--- src/rtl/or_reduce_acc_n2t.sv ---
// ---------------------------------------------------------------------------
// or_reduce_acc_n2t
//
// Purpose:
//   Collects FRAME input words into a frame and presents the bitwise OR of
//   all of them (out_lanes) together with a one-bit flag (out_bit).
//   out_bit is the OR-reduction of out_lanes, or its inverse when the mode
//   latched on the first beat of the frame is 1 (NOR / zero detect).
//   Both sides use valid/ready handshakes. The result is held stable until
//   the consumer takes it, and completed handshakes are counted modulo 256.
//
// Ports:
//   clk          in   1      rising-edge clock
//   reset_n      in   1      asynchronous active-low reset
//   flush        in   1      synchronous frame abort (wins over everything)
//   mode         in   1      flag sense: 0 = OR, 1 = NOR (sampled per frame)
//   in_valid     in   1      in_data holds a valid word
//   in_ready     out  1      block accepts a word this cycle
//   in_data      in   WIDTH  input word
//   out_valid    out  1      frame result is presented
//   out_ready    in   1      consumer takes the result this cycle
//   out_lanes    out  WIDTH  bitwise OR of all words of the frame
//   out_bit      out  1      OR-reduction of out_lanes, inverted when mode=1
//   frames_done  out  8      completed output handshakes, modulo 256
// ---------------------------------------------------------------------------
module or_reduce_acc_n2t #(
    parameter int WIDTH = 16,
    parameter int FRAME = 4
) (
    input  logic             clk,
    input  logic             reset_n,
    input  logic             flush,
    input  logic             mode,
    input  logic             in_valid,
    output logic             in_ready,
    input  logic [WIDTH-1:0] in_data,
    output logic             out_valid,
    input  logic             out_ready,
    output logic [WIDTH-1:0] out_lanes,
    output logic             out_bit,
    output logic [7:0]       frames_done
);

    // Counter must be able to hold the value FRAME itself.
    localparam int CNT_W = (FRAME < 2) ? 1 : $clog2(FRAME + 1);
    localparam logic [CNT_W-1:0] LAST_CNT = CNT_W'(FRAME);
    localparam logic [CNT_W-1:0] ONE_CNT  = CNT_W'(1);

    typedef enum logic [1:0] {
        S_IDLE  = 2'd0,
        S_ACCUM = 2'd1,
        S_HOLD  = 2'd2
    } state_t;

    state_t           state_q;
    logic [WIDTH-1:0] acc_q;
    logic [CNT_W-1:0] cnt_q;
    logic             mode_q;
    logic [7:0]       frames_q;

    logic [CNT_W-1:0] cnt_d;
    logic [WIDTH-1:0] acc_d;

    // Flag of a finished frame: any set lane, optionally inverted.
    function automatic logic frame_flag(input logic [WIDTH-1:0] lanes,
                                        input logic             invert);
        return (|lanes) ^ invert;
    endfunction

    assign cnt_d = cnt_q + ONE_CNT;
    assign acc_d = acc_q | in_data;

    // ---------------------------------------------------------------------
    // Frame FSM. in_ready depends on state alone, so in IDLE/ACCUM an
    // asserted in_valid is an accepted beat.
    // ---------------------------------------------------------------------
    always_ff @(posedge clk or negedge reset_n) begin
        if (!reset_n) begin
            state_q  <= S_IDLE;
            acc_q    <= '0;
            cnt_q    <= '0;
            mode_q   <= 1'b0;
            frames_q <= 8'd0;
        end else if (flush) begin
            // Abort discards the frame and any presented result; the
            // handshake counter is deliberately left untouched.
            state_q <= S_IDLE;
            acc_q   <= '0;
            cnt_q   <= '0;
        end else begin
            case (state_q)
                S_IDLE: begin
                    if (in_valid) begin
                        acc_q   <= in_data;
                        mode_q  <= mode;
                        cnt_q   <= ONE_CNT;
                        // A one-word frame is complete on its first beat.
                        state_q <= (LAST_CNT == ONE_CNT) ? S_HOLD : S_ACCUM;
                    end
                end
                S_ACCUM: begin
                    if (in_valid) begin
                        acc_q <= acc_d;
                        cnt_q <= cnt_d;
                        if (cnt_d == LAST_CNT) begin
                            state_q <= S_HOLD;
                        end
                    end
                end
                S_HOLD: begin
                    if (out_ready) begin
                        state_q  <= S_IDLE;
                        acc_q    <= '0;
                        cnt_q    <= '0;
                        frames_q <= frames_q + 8'd1;
                    end
                end
                default: begin
                    state_q <= S_IDLE;
                    acc_q   <= '0;
                    cnt_q   <= '0;
                end
            endcase
        end
    end

    // ---------------------------------------------------------------------
    // Outputs are decoded from registered state only; the result lanes are
    // masked so nothing leaks out while no result is presented.
    // ---------------------------------------------------------------------
    assign in_ready    = (state_q != S_HOLD);
    assign out_valid   = (state_q == S_HOLD);
    assign out_lanes   = out_valid ? acc_q : '0;
    assign out_bit     = out_valid & frame_flag(acc_q, mode_q);
    assign frames_done = frames_q;

endmodule

--- config.mk ---
export PLATFORM = sky130hd
export DESIGN_NAME = or_reduce_acc_n2t
export DESIGN_NICKNAME = d
export VERILOG_FILES = /design/src/rtl/or_reduce_acc_n2t.sv
export SDC_FILE = /design/constraint.sdc
export NUM_CORES = 1
export LEC_CHECK = 0
export ABC_AREA = 1
export CORE_MARGIN = 4
export CORE_UTILIZATION = 50
export DETAILED_ROUTE_END_ITERATION = 10
export PLACE_DENSITY = 0.84
export SLEW_MARGIN = 10
export SYNTH_ARGS = -nofsm -noshare
export SYNTH_HDL_FRONTEND = slang
export SYNTH_SLANG_ARGS = --single-unit
--- constraint.sdc ---
create_clock -name clk -period 3.2 [get_ports clk]
set_clock_uncertainty 0.05 [all_clocks]
set_input_delay 0.48 -clock clk [delete_from_list [all_inputs] [get_ports clk]]
set_output_delay 0.48 -clock clk [all_outputs]
set_load 0.01 [all_outputs]
==> results of run 1 <==
[logic make-up (layout without fill, tap and decap cells)]
family	after synthesis	after routing	share of synthesized area [%]
fa+ha+maj	3	3	2.38
buf+inv	33	86	8.48
compound gates	20	20	8.72
flops	30	30	47.6
simple gates	102	102	30.1
xor+xnor	5	5	2.78
[cell usage in the layout, fill, tap and decap left out, drive strengths merged]
cell type	netlist	routed
a21oi	2	2
buf	3	2
clkbuf	0	6
clkdlybuf4s50	0	48
dfrtp	30	30
ha	3	3
inv	30	30
nand2	55	55
nand3	9	9
nand3b	1	1
nand4	2	2
nor2	32	32
nor3	3	3
o21ai	18	18
xnor2	3	3
xor2	2	2
[synthesized netlist by cell type]
master and n:
nand3_4 1, nor3_2 1, xor2_1 2, nand3b_1 1, a21oi_1 2, dfrtp_1 30, xnor2_1 3, nand2_4 1
o21ai_2 10, nand4_1 2, ha_1 3, inv_1 29, nor2_1 29, o21ai_0 8, nor2_8 1, nor3_4 1
nor2_2 1, nor3_1 1, inv_2 1, nand3_2 1, buf_2 2, nand3_1 7, nand2_1 54, nor2_4 1
buf_6 1
[power breakdown]
group	switching, mW	total (mW)	internal [mW]
Combinational	0.134	0.250	0.116
Clock	0.126	0.225	0.0988
Sequential	0.0382	0.462	0.423
[sequential cells by signal (all words and copies together), names as in the netlist]
signal,count
acc_q,16
cnt_q,3
frames_done,8
mode_q,1
state_q,2
[cell type report]
class	count	area [um2]	area share (%)
Timing Repair Buffer	50	495	23.0
Tap cell	44	55.1	2.55
Sequential cell	30	751	34.8
Multi-Input combinational cell	130	693	32.1
Inverter	30	113	5.22
Clock buffer	6	51.3	2.38
[per-stage QoR]
stage	cells	instance area, um2
2_1_floorplan	193	1580
3_3_place_gp	284	2110
3_5_place_dp	284	2110
4_1_cts	290	2160
5_1_grt	290	2160
6_report	290	2160
[worst max-delay path by stage]
stage | startpoint | end | slack, ns
finish | state_q[0]$_DFFE_PN0P_ | out_lanes[1] | 0.56
global route | state_q[0]$_DFFE_PN0P_ | out_lanes[3] | 0.37
CTS | state_q[0]$_DFFE_PN0P_ | out_lanes[12] | 0.53
detailed placement | flush | acc_q[8]$_DFFE_PN0P_ | 0.88
global placement | state_q[0]$_DFFE_PN0P_ | out_lanes[1] | 0.95
floorplan | state_q[0]$_DFFE_PN0P_ | out_lanes[10] | 1.55
[per-layer routing]
| metal | track usage [%] | up-vias | part of all wire (%) |
|---|---|---|---|
| met4 | 8.71 | 0 | 1.9 |
| met5 | 0 | - | 0 |
| met2 | 31.4 | 28 | 49 |
| met3 | 6.50 | 5 | 4.9 |
| met1 | 22.0 | 623 | 44 |
| li1 | - | 702 | - |
[worst max-delay path: stages, from the launching register on]
cell             delay [ns]
dfrtp_1                0.47
inv_1                  0.17
nand2_1                0.35
nor2_1                 0.22
clkdlybuf4s50_1        0.56
==> results.cfg, run 1 <==
[timing]
slew-limit-headroom_pct = 62.3
hold_violations = 0
holdWs_ns = 0.473
fmax_ghz = 0.378
layout_setup_ws_ns = 0.556
final-setup-viol-count = 0
rsz0062_at_grt = no
min_period_ns = 2.64
drv_slew = 0
setup_tns_ns = 0
period_share_pct = 82.6
worst_pin_slew_ns = 0.564

[grt]
grt_start_max_net_pins = 31
grt_pass1_vias = 1377
grt-ovfl-total = 0
grt_usage_pct = 19.0
grt_pass1_wl_um = 5920
antenna_found_initial = 0

[die]
initial_core_util_pct = 52.1
rows = 20
core_area_mm2 = 0.00303
pin_count = 49
die_h_um = 64.2
die_x_um = 64.2
die_area_mm2 = 0.00412

[final_layout]
area_growth_pct = 36.8
nets = 272
postLayoutCoreUtil_pct = 71.3
antennaDiodeCount = 0
final_layout_size_suffix_gt1_share_pct = 11.0
nFillCells = 248

[placed_design]
portBuffers = 48
dp_hpwl_um = 2630
place_congestion = 0.800
place_ws_ns = 0.883

[route]
avgViaCountPerCell = 4.68
drt_iter0_markers = 32
drtAntennaViolNets = 0
drc = 0
routed_wl_um = 3430
post_drt_wl_per_cell_um = 11.8
vias = 1358
dr.pass1.iters = 4

[synthesis]
yosys.area.top_type = dfrtp_1
yosysWarningCount = 0
postSynthAreaPerCell_um2 = 8.17
synth_seq_cells = 30
synth_area_mm2 = 0.00158
ys_seq_area_share_pct = 47.6
netlist.area_leader.share_pct = 47.6
ys_top_cells_by_area = dfrtp_1, nand2_1, inv_1, nor2_1, o21ai_2
synth_cells = 193
yosysUniqueCellTypes = 25
synthesis.nets = 218

[clocking]
cts.sinks = 30
cts_made_buffers = 5
clockBufferDepth = 2
tritoncts = built
cts-resized-gates = 0
cts_root_buf = clkbuf_4
post_cts_buffers = 0
clk_latency_ns = 0.33
clkTransAtPathRegs_ns = 0.09
ctsHtreeMaxLevel = 2
postCtsHoldBufs = 0

[power]
p_leak_nw = 0.996
power.total_uw = 937
power.density_mw_per_mm2 = 434
irDropWorstVdd_v = 0.000338

[setup_path]
required_ns = 2.67
arrival_ns = 2.11
r2r_slack_ns = 1.55
timing.rr.end = acc_q[10]$_DFFE_PN0P_
r2r-start = state_q[1]$_DFFE_PN0P_
cp-end-kind = output pin
critPathLaunchType = register
crit_type = reg -> out
worst-r2r-cell-count = 5
crit_path_max_fanout = 17

[run]
maxCapViolations = 0

[worst_hold_path]
min-delay-path-class = in -> async

[outcome]
status = complete, no violations
Power figures use the tool's default switching activity.
==> run 2: changes to the inputs <==
Settings changed: CORE_UTILIZATION 50 to 46, PLACE_DENSITY 0.84 to 0.78.
Clock period 3.2 ns to 2.6 ns, I/O delays scaled along.
==> run 2 against run 1 <==
Against the previous run:
- critical path depth unchanged
- utilization decreased by 6.0 points
- first-iteration DRC count is 81% higher
- flip-flop and latch count unchanged
- sequential power up 23%
- highest routed layer unchanged
- combinational power rose by 22%
- worst setup slack lost 0.30 ns
- die area grew 7.6%
==> results.cfg, run 2 (synthesized netlist as in run 1, its figures left out) <==
[grt]
grt_pass1_wl_um = 5810
antenna_found_initial = 0
use_met2_pct = 29.2
globalRouteMet3Util_pct = 3.54
grt_pass1_vias = 1373
grt_start_max_net_pins = 31
grt_util_met1_pct = 20.8
grt-ovfl-total = 0
grt_busiest_layer = met2
grt_usage_pct = 17.3

[final_layout]
top_register = acc_q
postLayoutCoreUtil_pct = 65.3
antennaDiodeCount = 0
largest_reg_flops = 16
final_cell_mix = nand2_1, clkdlybuf4s50_1, dfrtp_1
nets = 273
area_growth_pct = 38.1
final_layout_size_suffix_gt1_share_pct = 12.0
final_common_cell = nand2_1

[die]
die_x_um = 66.6
pin_count = 49
initial_core_util_pct = 47.3
die_h_um = 66.6
core_area_mm2 = 0.00334
die_area_mm2 = 0.00443
rows = 21

[route]
drc = 0
avgViaCountPerCell = 4.60
post_drt_wl_per_cell_um = 11.4
routed_wl_um = 3380
drt_iter0_markers = 58
drtAntennaViolNets = 0
dr.pass1.iters = 4
vias = 1358

[worst_hold_path]
min-delay-path-class = in -> async

[power]
p_leak_nw = 1.01
irDropWorstVdd_v = 0.000386
power.density_mw_per_mm2 = 533
internal-power_uw = 796
p_comb_share_pct = 26.3
seq_power_share_pct = 49.0
p_sw_share_pct = 31.5
power_frac_clock_pct = 24.7
power.net_switching_uw = 366

[setup_path]
crit_path_max_fanout = 17
arrival_ns = 1.90
required_ns = 2.16
cp-end-kind = output pin
crit_type = reg -> out
critPathLaunchType = register

[clocking]
cts.sinks = 30
clockBufferDepth = 2
clk_latency_ns = 0.32
clkTransAtPathRegs_ns = 0.09
postCtsHoldBufs = 0
ctsHtreeMaxLevel = 2
tritoncts = built
cts_root_buf = clkbuf_4
cts_made_buffers = 5

[timing]
fmax_ghz = 0.427
slew-limit-headroom_pct = 66.9
setup_tns_ns = 0
final-setup-viol-count = 0
period_share_pct = 90.1
drv_slew = 0
rsz0062_at_grt = no
worst_pin_slew_ns = 0.496
hold_violations = 0
min_period_ns = 2.34

[placed_design]
place_congestion = 0.812
portBuffers = 48
dp_hpwl_um = 2570

[outcome]
status = complete, no violations

[run]
maxCapViolations = 0
run 2: repair_timing:
action                                  in CTS  in global routing
buffers inserted                             0                  0
gates resized for setup                      0                  1
endpoints found under the setup margin       0                 17
run 2: final timing paths:
path	from	end	cells past startpoint	slack (ns)
hold / removal	reset_n	frames_done[7]$_DFFE_PN0P_	2	0.39
setup / recovery	state_q[0]$_DFFE_PN0P_	out_lanes[14]	4	0.26
hold reg to reg	frames_done[5]$_DFFE_PN0P_	frames_done[5]$_DFFE_PN0P_	1	0.47
min in group clk	frames_done[5]$_DFFE_PN0P_	frames_done[5]$_DFFE_PN0P_	1	0.47
max in group asynchronous	reset_n	cnt_q[2]$_DFFE_PN0P_	2	1.83
setup reg to reg	state_q[1]$_DFFE_PN0P_	acc_q[9]$_DFFE_PN0P_	5	0.97
run 2: per-layer routing:
metal  share of wire [%]  vias to the layer above
met5                   0                        -
met3                 3.2                        7
met1                  44                      619
li1                    -                      704
met4                 2.3                        0
met2                  50                       28
run 2: power groups by stage:
stage	registers [mW]	logic (mW)	clock network [mW]
6_report	0.569	0.306	0.287
5_1_grt	0.576	0.339	0.322
4_1_cts	0.569	0.310	0.301
3_5_place_dp	0.578	0.308	0
3_3_place_gp	0.575	0.303	0
2_1_floorplan	0.580	0.162	0
run 2: critical path, stage by stage (launching register included):
cell             delay, ns
dfrtp_1               0.47
inv_1                 0.17
nand2_2               0.22
nor2_1                0.16
clkdlybuf4s50_1       0.56
run 2: layout make-up:
type	count	area, um2
clock inverters	1	5.00
flip-flops and latches	30	751
clock buffers	7	55.1
fillers	302	1160
repair buffers	51	503
multi-input cells	130	696
inverters	30	113
well taps	46	57.6
run 2: stage by stage:
stage          hold slack, ns  setup WS (ns)  power, mW  instance area [um2]  instances
2_1_floorplan          0.0444           1.04      0.742                 1580        193
3_3_place_gp            0.448          0.440      0.878                 2120        287
3_5_place_dp            0.459          0.389      0.886                 2120        287
4_1_cts                 0.394         0.0130       1.18                 2180        295
5_1_grt                 0.415         0.0677       1.24                 2180        295
6_report                0.391          0.258       1.16                 2180        295
==> patch 1 (settings of run 2) <==
`FRAME`: 4 -> 8.
--- a/src/rtl/or_reduce_acc_n2t.sv
+++ b/src/rtl/or_reduce_acc_n2t.sv
@@ -25,7 +25,7 @@
 // ---------------------------------------------------------------------------
 module or_reduce_acc_n2t #(
     parameter int WIDTH = 16,
-    parameter int FRAME = 4
+    parameter int FRAME = 8
 ) (
     input  logic             clk,
     input  logic             reset_n,
Function: changed (a bounded check fails within 10 cycles, from zero or initial values and one cycle with reset_n low).
==> patch 1 against run 2 <==
  * Cell area rose by 2.0%
  * Wire length rose by 5.6%
  * Critical path type unchanged
  * Synthesized area rose by 4.4%
  * Fmax rose by 0.10%
  * Sequential cell count rose by 1
  * Setup slack improved by 2.4 ps
  * Highest routed layer unchanged
Power is not compared: it rests on default switching activity, and its combinational part moved more than twofold at a synthesized area within 25%.
==> patch 1: results (changes against run 2) <==
Parameter                              Value

Run status
  Status ... completed

Placed design
  Area post-placement ... 2170 um2 (+2.5%)
  Placer's final routability congestion estimate ... 0.825 (+1.6%)
  HPWL reported at the end of detailed placement ... 2600 um (+1.1%)
  Worst setup slack after placement ... 371 ps (-18.8 ps)
  Cell count after placement ... 322 (+12%)

Synthesis
  Gate Count Post-Synth ... 230 (+19%)
  Post-synthesis compound-gate area fraction ... 0.0167 (-0.0705)
  Net Count, Synth ... 254 (+17%)
  Adder-cell share of the synthesized area ... 0.0152 (-0.00859)
  Cell types with the highest counts after synthesis ... sky130_fd_sc_hd__nand2_1, sky130_fd_sc_hd__nor2_1, sky130_fd_sc_hd__dfrtp_1
  Unique cell type count in the Yosys netlist ... 20 (-20%)

Global route
  GRT Total Usage ... 0.173 (about the same)
  Global-route wire length before repair ... 5980 um (+2.9%)
  Number of global-route vias before repair ... 1408 (+2.5%)
  Pin count of the biggest net entering global routing ... 32 (+3.2%)

Cells and area
  Post-synthesis to final-layout area growth ... 35.0%
  Sequential standard cell area ... 776 um2 (+3.3%)
  Number of non-clock buffers ... 49 (-3.9%)
  Count of flip-flops and latches ... 31 (+3.3%)
  Portion of the layout cell area used by clock cells ... 0.0225 (-0.00503)
  Number of nets in the final layout ... 307 (+12%)
  Number of inverters outside the clock class in the layout ... 33 (+10%)
  NonClk Buf Share ... 0.220 (-0.0112)
  Filler cells ... 289 (-4.3%)
  Post-route non-filler standard cell count ... 330 (+12%)
  Total number of multi-input combinational cells ... 163 (+25%)
  Layout cell share with drive strength beyond 1 ... 0.0599 (-0.0606)
  Fraction of area in multi-input gates ... 0.327 (+0.00740)

STA
  Worst hold-check slack ... 407 ps (+16.6 ps)
  Worst max-slew margin expressed relative to the limit ... 0.740 (+0.0715)
  Portion of the clock cycle consumed by the worst path in the final layout ... 0.900 (-0.000907)

Setup path
  R2r setup slk ... 1200 ps (+230 ps)
  Crit path from ... state_q[0]
  Register-to-Register Path Depth ... 7 (+2)
  Capture instance of the worst register-to-register path ... acc_q[10]

Routing
  Drt first-iter violations ... 76 (+31%)
  Mean routed wirelength per cell ... 10.8 um (-5.6%)
  Vias post-DR ... 1538 (+13%)

Clocking
  Clock root buffer master ... sky130_fd_sc_hd__clkbuf_4
  Number of buffers inserted to repair setup after CTS ... 0 (unchanged)

Pwr
  Switching power as a share of total power ... 0.268

Worst hold path
  Hold WC Path Type ... input port to asynchronous set/reset pin
[patch 1: what timing repair did]
item	CTS	global route
setup endpoints to repair	2	0
gates resized for setup	1	0
endpoints found under the hold margin	0	0
[patch 1: how the worst max path moves through the flow]
stage	to	depth (start not counted)
3_5_place_dp	out_lanes[10]	4
3_3_place_gp	out_lanes[10]	4
6_report	out_lanes[7]	4
4_1_cts	out_lanes[10]	4
5_1_grt	out_lanes[9]	4
2_1_floorplan	out_lanes[10]	4
[patch 1: power by group through the flow]
stage / registers (mW) / logic [mW] / clock network [mW]
CTS: 0.538 / 0.128 / 0.271
global route: 0.543 / 0.145 / 0.296
finish: 0.538 / 0.125 / 0.259
floorplan: 0.541 / 0.0725 / 0
global placement: 0.546 / 0.125 / 0
detailed placement: 0.548 / 0.127 / 0
[patch 1: routing by layer]
metal,global-route usage,vias up,wire length (um)
met5,0,-,0
met3,0.0558,2,276
met4,0.0521,0,24
li1,-,796,-
met2,0.295,47,1650
met1,0.208,693,1610
==> patch 2 (flow settings as in run 2) <==
Without the edit above. The 3 states of `state_t` get a one-hot encoding in 3 bits.
--- a/src/rtl/or_reduce_acc_n2t.sv
+++ b/src/rtl/or_reduce_acc_n2t.sv
@@ -46,10 +46,10 @@
     localparam logic [CNT_W-1:0] LAST_CNT = CNT_W'(FRAME);
     localparam logic [CNT_W-1:0] ONE_CNT  = CNT_W'(1);
 
-    typedef enum logic [1:0] {
-        S_IDLE  = 2'd0,
-        S_ACCUM = 2'd1,
-        S_HOLD  = 2'd2
+    typedef enum logic [2:0] {
+        S_IDLE  = 3'b001,
+        S_ACCUM = 3'b010,
+        S_HOLD  = 3'b100
     } state_t;
 
     state_t           state_q;
Check against the original RTL: same outputs for any inputs over 10 cycles, from zero or initial values and one cycle with reset_n low; not proved beyond that.
==> patch 2 against run 2 <==
  * Setup slack worse by 120 ps
  * Die area is 13% higher
  * Cell area grew 11%
  * Wire length grew 24%
  * Power up 12%
  * Sequential cell count up 1
  * Global-route usage decreased by 0.13 points
  * Fmax shrank 4.9%
  * Sequential power increased by 3.9%
  * Synthesized cell count rose by 26%
  * Synthesized area is 15% higher
  * Via count rose by 24%
  * Critical path type unchanged
  * Largest power group unchanged
==> patch 2: results (changes against run 2) <==
Parameter                              Value

Run status
  Status ... completed

Setup path
  R2r setup slk ... 930 ps (-40 ps)
  Register-to-Register Path Depth ... 7 (+2)
  Crit path from ... state_q[2]
  Capture instance of the worst register-to-register path ... acc_q[12]
  Worst Setup EP ... out_lanes[2]
  Origin of the critical flop-to-flop path ... state_q[0]

Cells and area
  Number of nets in the final layout ... 319 (+17%)
  Diodes inserted ... 0 (unchanged)
  Most flops, register ... acc_q
  Filler cells ... 356 (+18%)
  Layout cell share with drive strength beyond 1 ... 0.0814 (-0.0391)

Pwr
  Sequential group power ... 0.591 mW (+3.9%)
  Leakage Power ... 1.16 nW (+15%)
  Combinational Power ... 0.290 mW (-5%)
  Largest vdd supply drop ... 0.296 mV (-23%)
  Switching power as a share of total power ... 0.307 (-0.00770)
  Combinational share of power ... 0.224 (-0.039)

Synthesis
  Count of flip-flops with a built-in enable after synthesis ... 0 (unchanged)
  Parity-gate share of the synthesized area counting xor and xnor cells ... 0.0193 (-0.00849)
  Post-synthesis average cell area ... 7.48 um2 (-8.5%)
  Cell types with the highest counts after synthesis ... sky130_fd_sc_hd__nand2_1, sky130_fd_sc_hd__dfrtp_1, sky130_fd_sc_hd__nand3_1
  Top cells by area in the synthesized netlist ... sky130_fd_sc_hd__dfrtp_1, sky130_fd_sc_hd__nand2_1, sky130_fd_sc_hd__nand3_1, sky130_fd_sc_hd__o21bai_1, sky130_fd_sc_hd__inv_1
  Sequential cell area fraction in the yosys report ... 0.427 (-0.0484)
  Post-synthesis compound-gate area fraction ... 0.0853 (-0.00189)
  Adder-cell share of the synthesized area ... 0.0206 (-0.00314)
  Unique cell type count in the Yosys netlist ... 27 (+8.0%)
  Net Count, Synth ... 268 (+23%)

Clocking
  Later-pin clock latency in the skew report ... 280 ps (-40 ps)
  Clock root buffer master ... sky130_fd_sc_hd__clkbuf_8
  Clock-pin slew of the registers on the worst-case setup and hold paths ... 60 ps (-30 ps)
  Post-CTS Resized ... 0 (unchanged)

Global route
  GRT Total Usage ... 0.172 (-0.00127)
  Number of global-route vias before repair ... 1571 (+14%)
  Global-route wire length before repair ... 7040 um (+21%)
  Pin count of the biggest net entering global routing ... 32 (+3.2%)

Placed design
  Cell count after placement ... 335 (+17%)
  HPWL reported at the end of detailed placement ... 3040 um (+18%)
  Area post-placement ... 2330 um2 (+10%)
  Placer's final routability congestion estimate ... 0.933 (+15%)

STA
  Worst max-slew margin expressed relative to the limit ... 0.734 (+0.0650)

Routing
  Vias post-DR ... 1688 (+24%)
  Drt first-iter violations ... 73 (+26%)
  Vias/cell ... 4.92 (+6.9%)
  Mean routed wirelength per cell ... 12.2 um (+6.4%)

Worst hold path
  Hold WC Path Type ... flip-flop to flip-flop
-- patch 2: cell types whose count changed in the layout (fill, tap and decap cells not counted), moves of 2 or more --
cell                       change
sky130_fd_sc_hd__nand3_1      +23
sky130_fd_sc_hd__nand2_1      +17
sky130_fd_sc_hd__o21bai_1     +16
sky130_fd_sc_hd__o21ai_2      -10
sky130_fd_sc_hd__clkbuf_8      +6
sky130_fd_sc_hd__clkbuf_4      -5
sky130_fd_sc_hd__o21ai_0       -4
sky130_fd_sc_hd__nor2_4        +3
sky130_fd_sc_hd__inv_2         +2
-- patch 2: layout make-up --
| type | count | area, um2 | share of cell area |
|---|---|---|---|
| timing repair buffer | 50 | 495 | 0.204 |
| clock buffer | 8 | 100 | 0.0412 |
| tap | 48 | 60.1 | 0.0247 |
| sequential | 31 | 777 | 0.320 |
| multi-input combinational | 173 | 871 | 0.358 |
| inverter | 33 | 126 | 0.0520 |
-- patch 2: metrics by stage --
step                      hold slack [ps]  utilization  worst slack, ps
after floorplan                      44.4            -              888
after global placement                414        0.622              544
after detailed placement              419        0.622              453
after CTS                             435        0.649              137
after global routing                  461        0.649             3.54
final                                 436        0.649              136
-- patch 2: worst max-delay path, cell delays in order, from the launching register on --
cell	delay, ps
sky130_fd_sc_hd__dfrtp_1	430
sky130_fd_sc_hd__inv_1	120
sky130_fd_sc_hd__nor3_2	280
sky130_fd_sc_hd__inv_2	210
sky130_fd_sc_hd__nor2_1	150
sky130_fd_sc_hd__clkdlybuf4s50_1	550
-- patch 2: layer usage --
| layer | track usage | wire [um] |
|---|---|---|
| met1 | 0.233 | 1990 |
| met2 | 0.272 | 1940 |
| met3 | 0.0426 | 199 |
| met4 | 0.0501 | 49 |
| met5 | 0 | 0 |
